File: src/rtl/cpu_pkg.sv
// Shared cpu_top encodings and trace record layout for the run monitor.
// Latency: n/a (types and constants only).
// Backpressure: n/a.
package cpu_pkg;

  // cpu_top FSM encodings the monitor cares about
  localparam logic [2:0] ST_DECODE  = 3'b010;
  localparam logic [2:0] ST_EXECUTE = 3'b011;

  // Monitor run state; HALTED and TIMEOUT are terminal until reset
  typedef enum logic [1:0] {
    MON_RUN     = 2'd0,
    MON_HALTED  = 2'd1,
    MON_TIMEOUT = 2'd2
  } mon_state_e;

  // Trace record layout, LSB first: {cycle, pc, ir}
  function automatic int trace_ir_lsb();
    return 0;
  endfunction

  function automatic int trace_pc_lsb(input int ir_w);
    return ir_w;
  endfunction

  function automatic int trace_cyc_lsb(input int pc_w, input int ir_w);
    return pc_w + ir_w;
  endfunction

  function automatic int trace_rec_w(input int cyc_w, input int pc_w, input int ir_w);
    return cyc_w + pc_w + ir_w;
  endfunction

endpackage

File: src/rtl/trace_ring_buffer.sv
// Circular record store: oldest record on rd_data, overwrite-oldest or drop-new when full.
// Latency: a write is visible on rd_data/entries one cycle later; rd_data itself is combinational.
// Backpressure: rd_valid/rd_ready pop; a simultaneous pop frees a slot so a full write is never lost.
module trace_ring_buffer #(
  parameter int DEPTH        = 16,
  parameter int WIDTH        = 56,
  parameter int STOP_ON_FULL = 0
) (
  input  logic                     clk,
  input  logic                     reset,
  input  logic                     wr_en,
  input  logic [WIDTH-1:0]         wr_data,
  output logic                     rd_valid,
  input  logic                     rd_ready,
  output logic [WIDTH-1:0]         rd_data,
  output logic [$clog2(DEPTH):0]   entries,
  output logic                     overflow_pulse
);

  localparam int PTR_W = $clog2(DEPTH);
  localparam int CNT_W = PTR_W + 1;

  logic [WIDTH-1:0] mem [DEPTH];
  logic [PTR_W-1:0] wr_ptr;
  logic [PTR_W-1:0] rd_ptr;
  logic             full;
  logic             pop;
  logic             do_write;
  logic             adv_rd;

  // Decide per cycle whether storage is written and whether the oldest slot retires
  always_comb begin
    full           = (entries == CNT_W'(DEPTH));
    rd_valid       = (entries != '0);
    rd_data        = mem[rd_ptr];
    pop            = rd_valid && rd_ready;
    // A pop makes room, so only a full buffer without a pop can lose data
    overflow_pulse = wr_en && full && !pop;
    do_write       = wr_en && (pop || !full || (STOP_ON_FULL == 0));
    // Overwrite mode retires the oldest record to make room for the new one
    adv_rd         = pop || (overflow_pulse && (STOP_ON_FULL == 0));
  end

  // Storage, pointers and occupancy; all cleared by reset
  always_ff @(posedge clk) begin
    if (reset) begin
      wr_ptr  <= '0;
      rd_ptr  <= '0;
      entries <= '0;
      for (int i = 0; i < DEPTH; i++) begin
        mem[i] <= '0;
      end
    end else begin
      if (do_write) begin
        mem[wr_ptr] <= wr_data;
        wr_ptr      <= wr_ptr + PTR_W'(1);
      end
      if (adv_rd) begin
        rd_ptr <= rd_ptr + PTR_W'(1);
      end
      if (do_write && !adv_rd) begin
        entries <= entries + CNT_W'(1);
      end else if (adv_rd && !do_write) begin
        entries <= entries - CNT_W'(1);
      end
    end
  end

endmodule

File: src/rtl/cpu_exec_trace_monitor.sv
// Bring-up run monitor for cpu_top: cycle/insn counters, DECODE-entry trace, halt and watchdog.
// Latency: a DECODE entry is stored at the next edge; halted/timed_out rise the cycle after the trigger.
// Backpressure: drain via rd_valid/rd_ready at any time; capture never stalls the CPU.
module cpu_exec_trace_monitor
  import cpu_pkg::*;
#(
  parameter int PC_W         = 8,
  parameter int IR_W         = 16,
  parameter int CYC_W        = 32,
  parameter int DEPTH        = 16,
  parameter int TIMEOUT      = 1000000,
  parameter int STOP_ON_FULL = 0
) (
  input  logic                        clk,
  input  logic                        reset,
  input  logic [2:0]                  cpu_state,
  input  logic [PC_W-1:0]             cpu_pc,
  input  logic [IR_W-1:0]             cpu_ir,
  input  logic                        cpu_halt,
  output logic                        rd_valid,
  input  logic                        rd_ready,
  output logic [CYC_W+PC_W+IR_W-1:0]  rd_data,
  output logic [$clog2(DEPTH):0]      entries,
  output logic [CYC_W-1:0]            cycle_count,
  output logic [CYC_W-1:0]            insn_count,
  output logic                        halted,
  output logic                        timed_out,
  output logic                        overflow
);

  localparam int              REC_W        = trace_rec_w(CYC_W, PC_W, IR_W);
  localparam logic [CYC_W-1:0] CYC_MAX      = '1;
  localparam logic [CYC_W-1:0] TIMEOUT_LAST = CYC_W'(TIMEOUT - 1);

  mon_state_e       state_q;
  mon_state_e       state_d;
  logic [2:0]       prev_state;
  logic             running;
  logic             capture;
  logic             ovf_pulse;
  logic [REC_W-1:0] wr_data;

  // Run state register
  always_ff @(posedge clk) begin
    if (reset) begin
      state_q <= MON_RUN;
    end else begin
      state_q <= state_d;
    end
  end

  // Next state and decoded status; halt beats the watchdog when both fire together
  always_comb begin
    state_d   = state_q;
    running   = (state_q == MON_RUN);
    halted    = (state_q == MON_HALTED);
    timed_out = (state_q == MON_TIMEOUT);
    capture   = running && (cpu_state == ST_DECODE) && (prev_state != ST_DECODE);
    wr_data   = {cycle_count, cpu_pc, cpu_ir};
    case (state_q)
      MON_RUN: begin
        if (cpu_halt) begin
          state_d = MON_HALTED;
        end else if (cycle_count == TIMEOUT_LAST) begin
          state_d = MON_TIMEOUT;
        end
      end
      default: state_d = state_q;
    endcase
  end

  // Saturating counters, DECODE edge history and sticky overflow.
  // The cycle on which halt is seen does not count, so cycle_count ends on the halt cycle's value.
  always_ff @(posedge clk) begin
    if (reset) begin
      cycle_count <= '0;
      insn_count  <= '0;
      prev_state  <= '0;
      overflow    <= 1'b0;
    end else begin
      prev_state <= cpu_state;
      if (running && !cpu_halt && (cycle_count != CYC_MAX)) begin
        cycle_count <= cycle_count + CYC_W'(1);
      end
      if (capture && (insn_count != CYC_MAX)) begin
        insn_count <= insn_count + CYC_W'(1);
      end
      if (ovf_pulse) begin
        overflow <= 1'b1;
      end
    end
  end

  trace_ring_buffer #(
    .DEPTH        (DEPTH),
    .WIDTH        (REC_W),
    .STOP_ON_FULL (STOP_ON_FULL)
  ) u_ring (
    .clk            (clk),
    .reset          (reset),
    .wr_en          (capture),
    .wr_data        (wr_data),
    .rd_valid       (rd_valid),
    .rd_ready       (rd_ready),
    .rd_data        (rd_data),
    .entries        (entries),
    .overflow_pulse (ovf_pulse)
  );

endmodule

File: config.mk
export PLATFORM = sky130hd
export DESIGN_NAME = cpu_exec_trace_monitor
export DESIGN_NICKNAME = d
export VERILOG_FILES = /design/src/rtl/cpu_pkg.sv /design/src/rtl/trace_ring_buffer.sv /design/src/rtl/cpu_exec_trace_monitor.sv
export SDC_FILE = /design/constraint.sdc
export NUM_CORES = 1
export LEC_CHECK = 0
export ABC_CLOCK_PERIOD_IN_PS = 6200
export BUFFER_PORTS_ARGS = -buffer_cell sky130_fd_sc_hd__buf_2
export CORE_MARGIN = 5
export CORE_UTILIZATION = 64
export CTS_CLUSTER_SIZE = 28
export DETAILED_ROUTE_END_ITERATION = 10
export PLACE_DENSITY = 0.82
export SETUP_SLACK_MARGIN = 0.3
export SLEW_MARGIN = 20
export SYNTH_ARGS = -nofsm -noshare
export SYNTH_HDL_FRONTEND = slang
export SYNTH_HIERARCHICAL = 1
export SYNTH_SLANG_ARGS = --single-unit
File: constraint.sdc
create_clock -name clk -period 6.2 [get_ports clk]
set_input_delay 1.24 -clock clk [delete_from_list [all_inputs] [get_ports clk]]
set_output_delay 1.24 -clock clk [all_outputs]
set_load 0.1 [all_outputs]
### After elaboration in Yosys (flattened, before gate mapping)

Memory sizes are Yosys's and may differ from the RTL's. A register that Yosys moved wholly into a read port is not among the register bits.
Cells that the tools add are included.
Widths: inputs -> output; s select.

| cells by class | value |
|---|---|
| mux-type cells | 14 |
| $add $sub $neg | 6 |
| reduce and logical (&&, ||, !) cells | 21 |
| equality and inequality tests | 8 |

Operator list:

| kind | count |
|---|---|
| $add 32x1->32 const B | 2 |
| $ne 32x32->1 const B | 2 |
| $mux 56 | 1 |
| $reduce_or 56->1 | 1 |
| $eq 32x20->1 const B | 1 |
| $mux 4 | 3 |
| $logic_and 1x1->1 | 10 |
| $mux 5 | 2 |
| $add 4x1->4 const B | 2 |
| $mux 1 | 6 |
| $add 5x1->5 const B | 1 |
| $eq 5x5->1 const B | 1 |
| $reduce_bool 5->1 | 1 |
| $sub 5x1->5 const B | 1 |
| $logic_not 1->1 | 4 |
| $mux 2 | 2 |
| $reduce_bool 2->1 | 2 |
| $eq 3x2->1 const B | 1 |
| $ne 3x2->1 const B | 1 |
| $eq 2x1->1 const B | 1 |
| $eq 2x2->1 const B | 1 |
| $logic_not 2->1 | 1 |
| $reduce_and 2->1 | 1 |
| $logic_or 1x1->1 | 1 |

| word-level totals | value |
|---|---|
| logic and storage cells | 58 |
| input port bits | 31 |
| memories kept | 1 |
| bits in registers | 83 |
| output and inout bits | 129 |
| bits in writable memories | 896 |

Memory list:

| memory | depth | width | rd ports | clocked after Yosys merged registers in | write ports | RTL line | RTL |
|---|---|---|---|---|---|---|---|
| u_ring.mem | 16 | 56 | 1 | 1 | 16 | trace_ring_buffer.sv:23 | `logic [WIDTH-1:0] mem [DEPTH];` |

### Depth between registers and ports, before layout

| logic depth | value |
|---|---|
| depth in word-level cells | 9 |
| gate-level depth with buffers | 13 |
| mapped depth without buffers | 12 |

### Hierarchy

Netlist, hierarchy kept.

By module, submodules not included:

| module | cells each | instances | area each (um^2) |
|---|---|---|---|
| trace_ring_buffer | 2551 | 1 | 40716.6 |
| cpu_exec_trace_monitor | 425 | 1 | 3544.6 |

### Least setup slack after synthesis

No wires, ideal clock.

| timing | value |
|---|---|
| path type | input port to flip-flop |
| start | input cpu_state[0] |
| end | memory u_ring.mem[0][0] (enable) |
| cell stages on the path | 8 |
| path buffers | 3 |
| setup slack | 2089 ps |
| arrival | 3722 ps |
| data required time | 5811 ps |
| setup time | 389 ps |
| cell sequence | or4b_4 -> nor3_4 -> buf_2 -> nand2b_1 -> clkbuf_1 -> nor2_1 -> clkbuf_1 -> or2_2 |

RTL lines:

| element | RTL line | RTL |
|---|---|---|
| from (decl) | cpu_exec_trace_monitor.sv:16 | `input logic [2:0] cpu_state,` |
| to (decl) | trace_ring_buffer.sv:23 |  |

==> summary.txt <==
Status - completed
Total Die Area - 0.0745 mm²
CTS root buf - clkbuf_16
Worst Skew - 0.0227 ns
Grt total ovfl - 0
Wire per inst - 27.3 µm
Final TNS setup - 0 ns
PwrDens - 344 mW/mm²
Top layer in use - met5
Final worst-path setup slack - 1.38 ns
Syn nets - 3019
Hold buffer count at CTS - 0
Hold WS - 0.479 ns
Switch Pwr - 4890 µW
Clock Tree Buf Depth - 3
Pre-CTS WS - 1.70 ns
Sequential share of power - 45.5%
EDFF count, synth - 896
Clock sinks - 983
Layout area overhead - 10.1%
Top cells by area, synth - edfxtp_1, and2_1, mux4_2
Initial Util - 64.5%
Crit share post-route - 77.7%
Tmin final - 4.82 ns
Static leakage - 0.0171 µW
DIE WIDTH - 273 µm
Max VDD drop - 0.000372 V
Port-buffer cells - 159
Max-slew headroom - 20.2%
Synth Register Bits - 983
Largest net degree at the start of global routing - 88
Synth area leader - edfxtp_1
Area of the core - 0.0686 mm²
Final wirelength - 110000 µm
RSZ-0062 raised after global routing - false
Pre-antenna DRT Iters - 5
Crit path kind - reg -> out
Fraction of layout cells with a size suffix above 1 - 19.7%
Clock network power share - 34.5%
RePlAce Congestion - 0.825
Yosys cell types - 61
DRC - 0
Via density - 6.50
Cts repair resizes - 0
Cell count after synthesis - 2976
DP HPWL - 63500 µm
Net Sw Frac - 29.2%
I/O Pins - 160
Critical path required time - 4.96 ns
Vias in the first global route - 27006
Met3 WL post-DR - 13100 µm
Number of max-capacitance violations reported - 0
Synthesized cell area - 0.0443 mm²
Critical Path Fanout Max - 36
Post-synth top area share - 60.8%
Sequential cell area fraction in the yosys report - 64.7%
Clock tree from TritonCTS - built
Layout Nets - 3052
Worst-margin pin slew - 1.20 ns
Setup bufs post-CTS - 0
Antenna violations before repair - 5
CP Data Arrival Time - 3.58 ns
Die H - 273 µm
Setup crit end kind - primary output
H-tree depth - 3
First-pass GRT wire length - 166000 µm
Combinational power share - 20.0%
Ys Warns - 6
Total GRT Usage - 29.5%
Clk slew on worst S/H paths - 0.06 ns
Async SR Flop Fraction - 0%
Vias post-DR - 26184
Hold Fails Final Rpt - 0
Met2 wire length - 52900 µm
Worst setup SP type - flip-flop
Rows - 96
Initial drt markers - 3232
Fmax - 208 MHz
Total CTS buffers - 96
Pins Over Slew Limit - 0
Hold WC Path Type - reg -> reg
Mapped Avg Cell Area - 14.9 µm²
Internal power - 11900 µW
Final setup violation count - 0
Synth Flop Type - edfxtp_1
Clk Latency, worst-skew pair - 0.66 ns
Commonest cells after routing, fill and taps aside - and2_1, edfxtp_1, mux4_2
Routed Antenna Nets - 0
Post-Route M1 WL - 41300 µm
-- power groups by stage --
| stage | registers [µW] | logic, µW | clock network, µW |
|---|---|---|---|
| 2_1_floorplan | 7780 | 2630 | 0 |
| 3_3_place_gp | 7750 | 3320 | 0 |
| 3_5_place_dp | 7780 | 3350 | 0 |
| 4_1_cts | 7640 | 3370 | 5830 |
| 5_1_grt | 7660 | 3500 | 6120 |
| 6_report | 7640 | 3360 | 5780 |
-- critical path, stage by stage, from the launching register on --
cell     delay, ns
dfxtp_1       0.46
nor2b_4       0.99
buf_4         0.46
a22oi_1       0.32
nand2_1       0.19
buf_2         0.45
-- Yosys cell counts, drive strengths merged, types with 26 or more instances --
library cell / instances
mux4: 224
or3: 32
nand4: 26
buf: 80
dfxtp: 87
o21ai: 34
clkbuf: 174
a22oi: 112
nor2: 69
a21oi: 50
nand3: 28
nand2: 91
edfxtp: 896
and2: 897
-- cell families (layout without fill, tap and decap cells) --
kind of cell    after synthesis  count (layout)  share of synthesized area (%)
buf+inv                     265             380                           2.67
other cells                   0               7                              0
simple gates               1232            1232                           16.7
fa+ha+maj                    12              12                          0.356
xor+xnor                     23              23                          0.455
mux                         232             232                           11.6
flops                       983             983                           64.7
compound gates              229             229                           3.50
-- path summary, 6_finish.rpt --
path,start,to,slack (ns),cells after the start
setup / recovery,flip-flop,rd_data[41],1.38,5
hold / removal,overflow,overflow,0.48,2
setup reg to reg,state_q[0],u_ring/entries[4],2.61,12
hold reg to reg,overflow,overflow,0.48,2
-- layout make-up --
cell class / instances / area (µm²)
Antenna cell: 7 / 17.5
Clock buffer: 134 / 2710
Multi-Input combinational cell: 1728 / 14600
Clock inverter: 46 / 429
Sequential cell: 983 / 28700
Timing Repair Buffer: 189 / 1090
Tap cell: 931 / 1160
Inverter: 11 / 41.3
Fill cell: 4217 / 19900
-- metrics by stage --
stage | cells | util, % | cell area (µm²) | total power, µW
after floorplan | 2976 | - | 44300 | 10400
after global placement | 3842 | 66.4 | 45600 | 11100
after detailed placement | 3842 | 66.4 | 45600 | 11100
after CTS | 4022 | 71.0 | 48700 | 16800
after global routing | 4022 | 71.0 | 48700 | 17300
final | 4029 | 71.0 | 48700 | 16800
-- metal layers --
| layer | GRT usage [%] | vias to the layer above |
|---|---|---|
| met2 | 47.0 | 1614 |
| met4 | 8.35 | 2 |
| met1 | 41.0 | 13291 |
| met3 | 7.82 | 188 |
| met5 | 1.32 | - |
| li1 | - | 11089 |
-- sequential cells by signal (all words and copies together) (netlist names), named ones only --
name / cells
overflow: 1
u_ring/mem: 896
cycle_count: 32
insn_count: 32
u_ring/wr_ptr: 4
state_q: 2
u_ring/entries: 5
u_ring/rd_ptr: 4
prev_state: 3
Power figures use the tool's default switching activity.
